==> src/rtl/block_assembler.sv <==
// Packs a stream of DATA_W-bit words into BLOCK_WORDS-wide blocks, with
// flush of partial blocks (zero-padded) and a single-entry held output.
module block_assembler #(
  parameter int DATA_W      = 8,
  parameter int BLOCK_WORDS = 64,
  parameter int MSB_FIRST   = 1,
  localparam int CNT_W      = $clog2(BLOCK_WORDS + 1),
  localparam int BLK_W      = DATA_W * BLOCK_WORDS
) (
  input  logic              clk,
  input  logic              n_rst,
  input  logic              clear,
  input  logic              flush,
  input  logic              in_valid,
  input  logic [DATA_W-1:0] in_data,
  output logic              in_ready,
  output logic              out_valid,
  output logic [BLK_W-1:0]  out_data,
  input  logic              out_ready,
  output logic [CNT_W-1:0]  out_count
);

  typedef enum logic {FILL, HOLD} state_t;

  state_t             state_q, state_d;
  logic [CNT_W-1:0]   cnt_q, cnt_d;
  logic [CNT_W-1:0]   cnt_inc;
  logic [BLK_W-1:0]   data_q, data_d;
  int unsigned        slot;

  always_ff @(posedge clk or negedge n_rst) begin
    if (!n_rst) begin
      state_q <= FILL;
      cnt_q   <= '0;
      data_q  <= '0;
    end else begin
      state_q <= state_d;
      cnt_q   <= cnt_d;
      data_q  <= data_d;
    end
  end

  always_comb begin
    state_d = state_q;
    cnt_d   = cnt_q;
    data_d  = data_q;
    cnt_inc = cnt_q + CNT_W'(1);
    slot    = (MSB_FIRST != 0) ? (32'(BLOCK_WORDS) - 32'd1 - 32'(cnt_q))
                               : 32'(cnt_q);
    if (clear) begin
      state_d = FILL;
      cnt_d   = '0;
      data_d  = '0;
    end else begin
      case (state_q)
        FILL: begin
          if (in_valid) begin
            data_d[slot*DATA_W +: DATA_W] = in_data;
            cnt_d = cnt_inc;
          end
          // cnt_d already includes a word taken alongside flush; the register
          // holds zeros in unfilled slots, so no explicit padding is needed
          if (in_valid && (cnt_inc == CNT_W'(BLOCK_WORDS)))
            state_d = HOLD;
          else if (flush && (cnt_d != '0))
            state_d = HOLD;
        end
        HOLD: begin
          if (out_ready) begin
            state_d = FILL;
            cnt_d   = '0;
            data_d  = '0;
          end
        end
        default: begin
          state_d = FILL;
          cnt_d   = '0;
          data_d  = '0;
        end
      endcase
    end
  end

  assign in_ready  = (state_q == FILL);
  assign out_valid = (state_q == HOLD);
  assign out_data  = data_q;
  assign out_count = cnt_q;

endmodule

==> config.mk <==
export PLATFORM = sky130hd
export DESIGN_NAME = block_assembler
export DESIGN_NICKNAME = d
export VERILOG_FILES = /design/src/rtl/block_assembler.sv
export SDC_FILE = /design/constraint.sdc
export NUM_CORES = 1
export LEC_CHECK = 0
export ABC_AREA = 1
export BUFFER_PORTS_ARGS = -buffer_cell sky130_fd_sc_hd__clkbuf_2
export CELL_PAD_IN_SITES_DETAIL_PLACEMENT = 1
export CELL_PAD_IN_SITES_GLOBAL_PLACEMENT = 1
export CORE_MARGIN = 5
export CORE_UTILIZATION = 36
export CTS_BUF_LIST = sky130_fd_sc_hd__clkbuf_16
export DETAILED_ROUTE_END_ITERATION = 10
export GPL_TIMING_DRIVEN = 0
export PLACE_DENSITY = 0.81
export SYNTH_ARGS = -nofsm -noshare
export SYNTH_HDL_FRONTEND = slang
export SYNTH_SLANG_ARGS = --single-unit
==> constraint.sdc <==
create_clock -name clk -period 2.8 [get_ports clk]
set_clock_uncertainty 0.1 [all_clocks]
set_input_delay 0.14 -clock clk [delete_from_list [all_inputs] [get_ports clk]]
set_output_delay 0.14 -clock clk [all_outputs]
set_load 0.01 [all_outputs]
==> metrics.md, run 1 <==
| Metric | Value |
|---|---|
| Status | finished with violations |
| Failing checks | max-capacitance violations, max-slew violations, negative setup slack |
| Seq/Total Area, Yosys | 0.579 |
| Largest net degree at the start of global routing | 112 |
| CTS tree | built |
| Non-filler cells, final | 4293 |
| Unrepaired setup endpoints after global routing | yes |
| CP peak stage delay | 0.44 ns |
| Crit-path cells | ha_4, nand2_2, nor2_1, inv_1, nor2_4, nand2_2, ha_4, nor2_4, nand4_1, nor3_4, buf_6, nand4_1, nor2_4, buf_6, nand4_1, nand2_1, nand2_4, nand2_2, nand2_2 |
| Critical Path Source Type | register |
| Final hold vios | 0 |
| Longest Clk Path Bufs | 3 |
| Worst-Skew Late Latency | 0.62 ns |
| PnR worst setup slack | -0.679 ns |
| Dpl cells | 4007 |
| Worst-Margin Slew | 1.58 ns |
| Fin crit share | 1.24 |
| Crit path DAT | 3.89 ns |
| Rows | 91 |
| Max Cap Viol | 1 |
| Vias in the first global route | 25300 |
| Total track usage | 0.332 |
| Crit. End Element | register |
| Buffers added on ports | 534 |
| Top-area cell type share of the netlist area | 0.579 |
| Clock slew at reported path FFs | 0.06 ns |
| Async SR Flop Fraction | 1.00 |
| Pleak | 16.2 nW |
| Post-route ant nets | 0 |
| Clock Tree Root | clkbuf_16 |
| Pwr Total | 18.3 mW |
| Most common cell after layout, fill and taps aside | nand2_1 |
| Yosys reg bits | 520 |
| Most frequent cells in the layout | 736 x nand2_1, 545 x clkbuf_2, 516 x dfrtp_1 |
| Area growth syn-to-layout | 46.3% |
| Syn_nets | 2655 |
| Syn Inst Count | 2631 |
| Initial antenna violation count | 3 |
| Worst EP required | 3.21 ns |
| Final WL | 121 mm |
| Grt ovf | 0 |
| Final setup violation count | 513 |
| Syn avg cell area | 8.54 um2 |
| Top layer used by detailed routing | met4 |
| Avg WL per Cell | 28.2 um |
| Vias/cell | 5.62 |
| DRT iter0 DRCs | 1908 |
| EDFF count, synth | 0 |
| Initial Util | 0.364 |
| Final Max Tran Viols | 11 |
| Crit-path max FO | 8 |
| Synth unique cells | 34 |
| Post-Syn Area | 0.0225 mm2 |
| Slowest CP cell | dfrtp_2 |
| Cell mode on critical path | nand2_2 |
| Filler Cell Count | 7222 |
| Max Freq | 0.287 GHz |
| Met3 wire length | 10.5 mm |
| Core area | 0.0618 mm2 |
| Post-DP HPWL | 80.5 mm |
| H-tree levels | 2 |
| Final Wtd Congestion | 0.925 |
| Area leader, netlist | dfrtp_1 |
| Layout cell share with drive strength beyond 1 | 0.422 |
| CTS Sinks | 520 |
| Final min period | 3.48 ns |
| Post-layout util | 0.532 |
| Ys Warns | 0 |
| Die width | 260 um |
| Slew headroom | -0.0564 |
| Remaining DRCs | 0 |
| First-pass GRT wire length | 169 mm |
| WL met1 | 44.7 mm |
| DIE AREA | 0.0675 mm2 |
| Chip Height | 260 um |
| CTS Buf Count | 57 |
| First drt pass iteration count | 7 |
| Via count | 24100 |
| Met2 routed WL | 57.0 mm |
| PD cells | 557 mW/mm2 |
| Critical path class | reg -> reg |
| Min-Delay Path Class | in -> async |
| Critical path's top delay family | simple AND/OR/NAND/NOR gates |
| # IOs | 535 |
| Top FF cell, synth | dfrtp_1 |
| Largest cells by area after synthesis | dfrtp_1 58%, nand2_1 18%, o21ai_0 5.7% |
| Post-layout net count | 3430 |
| Worst vdd ir | 469 uV |
| Buf+Inv Stages, Crit Path | 3 |
[flip-flops by register name (all words and copies together), names as in the netlist]
name	count
out_count	7
out_valid	1
out_data	512
[through the flow]
step           cell area (um2)  TNS [ns]  hold WS, ns  setup slack, ns
3_5_place_dp             26700   -423.57      0.00355            -1.27
4_1_cts                  31700   -149.23      0.00447           -0.418
6_report                 32900   -251.69       0.0123           -0.679
2_1_floorplan            22800    -28.64       -0.256           -0.172
3_3_place_gp             26500  -5929.26        0.339           -11.69
5_1_grt                  32900   -302.51       0.0430           -0.770
[routing by layer]
metal,vias to the layer above,GRT usage
li1,10200,-
met1,12200,0.396
met2,1299,0.556
met3,446,0.0865
met4,0,0.169
met5,-,0
[synthesized netlist by cell type (2+ instances only)]
| cell | number |
|---|---|
| a21oi_2 | 2 |
| nor3_2 | 2 |
| nand4_2 | 11 |
| inv_2 | 14 |
| o21ai_1 | 16 |
| o21ai_2 | 8 |
| nor2_1 | 87 |
| a21oi_4 | 3 |
| buf_1 | 16 |
| a21oi_1 | 3 |
| nand4_1 | 86 |
| o22ai_1 | 36 |
| clkinv_1 | 2 |
| nor2_2 | 5 |
| nand2_1 | 1076 |
| nand3_1 | 124 |
| nand3_2 | 5 |
| nand2_2 | 21 |
| buf_2 | 23 |
| nor3_1 | 107 |
| o21ai_0 | 256 |
| ha_1 | 10 |
| clkbuf_1 | 50 |
| dfrtp_1 | 520 |
| buf_4 | 7 |
| inv_1 | 119 |
| nor2_4 | 15 |
[worst register-to-register path: cells and delay by family (launching register included)]
family                   cells  cell delay, ns
adder cells (fa/ha/maj)      2            0.41
flip-flops                   1            0.44
AND/OR/NAND/NOR             14            2.03
buffers and inverters        3            0.39
[area by class of cell]
cell class / instances / area [um2] / share of cell area
clock inverter: 49 / 453 / 0.0138
timing repair buffer: 716 / 4570 / 0.139
buffer: 97 / 529 / 0.0161
multi-input combinational: 1879 / 11300 / 0.343
tap: 837 / 1050 / 0.0318
inverter: 135 / 549 / 0.0167
clock buffer: 57 / 1430 / 0.0434
sequential: 520 / 13000 / 0.396
antenna: 3 / 7.51 / 0.000228
[path summary, 6_finish.rpt]
kind                                      startpoint                   endpoint  slack, ns  cells after the start
setup / recovery            out_count[1]$_DFFE_PN0N_  out_data[292]$_DFFE_PN0P_      -0.68                     19
hold / removal                                 n_rst  out_data[264]$_DFFE_PN0P_       0.01                      3
setup reg to reg            out_count[1]$_DFFE_PN0N_  out_data[292]$_DFFE_PN0P_      -0.68                     19
hold reg to reg            out_data[435]$_DFFE_PN0P_  out_data[435]$_DFFE_PN0P_       0.37                      2
max in group asynchronous                      n_rst  out_data[153]$_DFFE_PN0P_       1.19                      5
min in group clk                          in_data[1]    out_data[1]$_DFFE_PN0P_       0.34                      4
[where the power goes]
part / switching (mW) / total (mW) / internal, mW
sequential: 0.0351 / 7.57 / 7.54
clock: 3.31 / 7.82 / 4.51
combinational: 2.15 / 2.93 / 0.774
total: 5.50 / 18.3 / 12.8
[what timing repair did]
action                                 in CTS  in global routing
gates cloned                                2                  0
endpoints found under the hold margin     278                  0
gates resized for setup                   606                311
pin swaps                                 201                137
buffers inserted                          138                 26
setup endpoints to repair                 517                515
hold buffers                               15                  0
[logic make-up after synthesis]
kind of cell             count (synthesis)  synth area share
adder cells (fa/ha/maj)                 10           0.00557
XOR/XNOR                                 3           0.00150
buffers and inverters                  232            0.0415
flip-flops                             520             0.579
AO/OA/AOI/OAI                          326            0.0785
AND/OR/NAND/NOR                       1540             0.294
Note: power is estimated with default switching activity, not from simulation.
==> run 2: changes to the inputs <==
Settings changed: SETUP_SLACK_MARGIN from default to 0.4, SKIP_CTS_REPAIR_TIMING from default to 1.
==> run 2 against run 1 <==
The flow finishes with violations (negative hold slack, max-capacitance violations, max-slew violations, negative setup slack). Clock power is essentially flat. Clock-buffer cell count grew 1. Combinational power shrank 6.8%. Cell count shrank 0.23%. Fmax shrank 8.0%. Register-to-register slack lost 0.30 ns. Global-route usage shrank 2.3 points. Via count shrank 1.3%.
==> metrics.md, run 2 (same netlist as run 1, synthesis figures left out) <==
| Metric | Value |
|---|---|
| Status | finished with violations |
| Failing checks | negative hold slack, max-capacitance violations, max-slew violations, negative setup slack |
| DRT iter0 DRCs | 1975 |
| Multi-input logic area | 0.0109 mm2 |
| # IOs | 535 |
| Final Wtd Congestion | 0.929 |
| Total track usage | 0.309 |
| Crit path DAT | 4.25 ns |
| H-tree levels | 2 |
| Initial Util | 0.364 |
| Final setup violation count | 520 |
| Final hold vios | 6 |
| Most common cell after layout, fill and taps aside | nand2_1 |
| Critical Path Source Type | register |
| First-pass GRT wire length | 157 mm |
| Area growth syn-to-layout | 43.6% |
| Setup_tns | -387.69 ns |
| First drt pass iteration count | 5 |
| Grt ovf | 0 |
| Pleak | 16.0 nW |
| WHS | -0.00447 ns |
| Max Freq | 0.264 GHz |
| Clock slew at reported path FFs | 0.07 ns |
| Fin crit share | 1.35 |
| Core area | 0.0618 mm2 |
| Rows | 91 |
| Final Max Tran Viols | 22 |
| Filler Cell Count | 7238 |
| CTS Sinks | 520 |
| Buffers added on ports | 534 |
| Crit. End Element | register |
| Vias/cell | 5.56 |
| Layout cell share with drive strength beyond 1 | 0.403 |
| Post-layout net count | 3423 |
| Avg WL per Cell | 27.3 um |
| Initial antenna violation count | 3 |
| PD cells | 562 mW/mm2 |
| Post-layout util | 0.522 |
| CTS Buf Count | 57 |
| Slew headroom | -0.0507 |
| Die width | 260 um |
| Vias in the first global route | 23300 |
| Via count | 23800 |
| Unrepaired setup endpoints after global routing | yes |
| PnR worst setup slack | -0.982 ns |
| Longest Clk Path Bufs | 3 |
| Max FFs per register | 512 |
| Crit-path max FO | 10 |
| Remaining DRCs | 0 |
| Dpl cells | 4007 |
| Largest net degree at the start of global routing | 102 |
| Post-DP HPWL | 81.3 mm |
| Worst EP required | 3.27 ns |
| Critical path class | reg -> reg |
| Setup slack at placement | -1.45 ns |
| DIE AREA | 0.0675 mm2 |
| Post-route ant nets | 0 |
| Seq. cell area | 0.0130 mm2 |
| Clock Tree Root | clkbuf_16 |
| Worst-Skew Late Latency | 0.61 ns |
| Max Cap Viol | 2 |
| Most frequent cells in the layout | 751 x nand2_1, 538 x clkbuf_2, 518 x dfrtp_1 |
| Non-filler cells, final | 4283 |
| Min-Delay Path Class | in -> async |
| Worst vdd ir | 461 uV |
| Post-DP Area | 0.0267 mm2 |
| Chip Height | 260 um |
| Pwr Total | 18.1 mW |
| Final Cell Area | 0.0323 mm2 |
| Worst-Margin Slew | 1.58 ns |
| Final min period | 3.78 ns |
| Final WL | 117 mm |
| CTS tree | built |
==> run 2: cell type report <==
cell class                      instances  share of cell area
Sequential cell                       520               0.403
Multi-Input combinational cell       1879               0.338
Timing Repair Buffer                  709               0.137
Clock buffer                           58              0.0450
Tap cell                              837              0.0324
Inverter                              135              0.0171
Buffer                                 97              0.0141
Clock inverter                         46              0.0134
Antenna cell                            2            0.000155
==> run 2: layer usage <==
| metal | vias up | wire length, um | track usage |
|---|---|---|---|
| met5 | - | 7 | 0 |
| met4 | 2 | 7380 | 0.128 |
| met3 | 362 | 9590 | 0.0679 |
| met2 | 1221 | 55900 | 0.514 |
| met1 | 12100 | 44100 | 0.392 |
| li1 | 10200 | - | - |
==> run 2: report_power, final <==
group          total (mW)  internal (mW)  switching [mW]
logic                2.73          0.664            2.06
registers            7.56           7.54          0.0272
clock network        7.85           4.48            3.37
==> run 2: critical path, stage by stage (launching register included) <==
cell      delay (ns)
dfrtp_1         0.47
buf_6           0.19
nand3_4         0.09
inv_2           0.08
nand2_2         0.08
inv_1           0.07
ha_1            0.23
buf_6           0.16
inv_6           0.11
clkbuf_2        0.26
nand3_1         0.20
nor2_2          0.78
nand2_1         0.27
nor3_1          0.42
nand2_1         0.12
nand2_1         0.08
==> run 2: worst paths after layout <==
| kind | startpoint | depth (start not counted) | slack, ns | end |
|---|---|---|---|---|
| worst max-delay path | out_count[0]$_DFFE_PN0N_ | 15 | -0.98 | out_data[91]$_DFFE_PN0P_ |
| worst min-delay path | n_rst | 2 | -0.004 | out_data[348]$_DFFE_PN0P_ |
| worst max register to register | out_count[0]$_DFFE_PN0N_ | 15 | -0.98 | out_data[91]$_DFFE_PN0P_ |
| worst min register to register | out_data[386]$_DFFE_PN0P_ | 2 | 0.37 | out_data[386]$_DFFE_PN0P_ |
| max in group asynchronous | n_rst | 5 | 0.72 | out_data[412]$_DFFE_PN0P_ |
| min in group clk | out_ready | 4 | 0.03 | out_valid$_DFF_PN0_ |
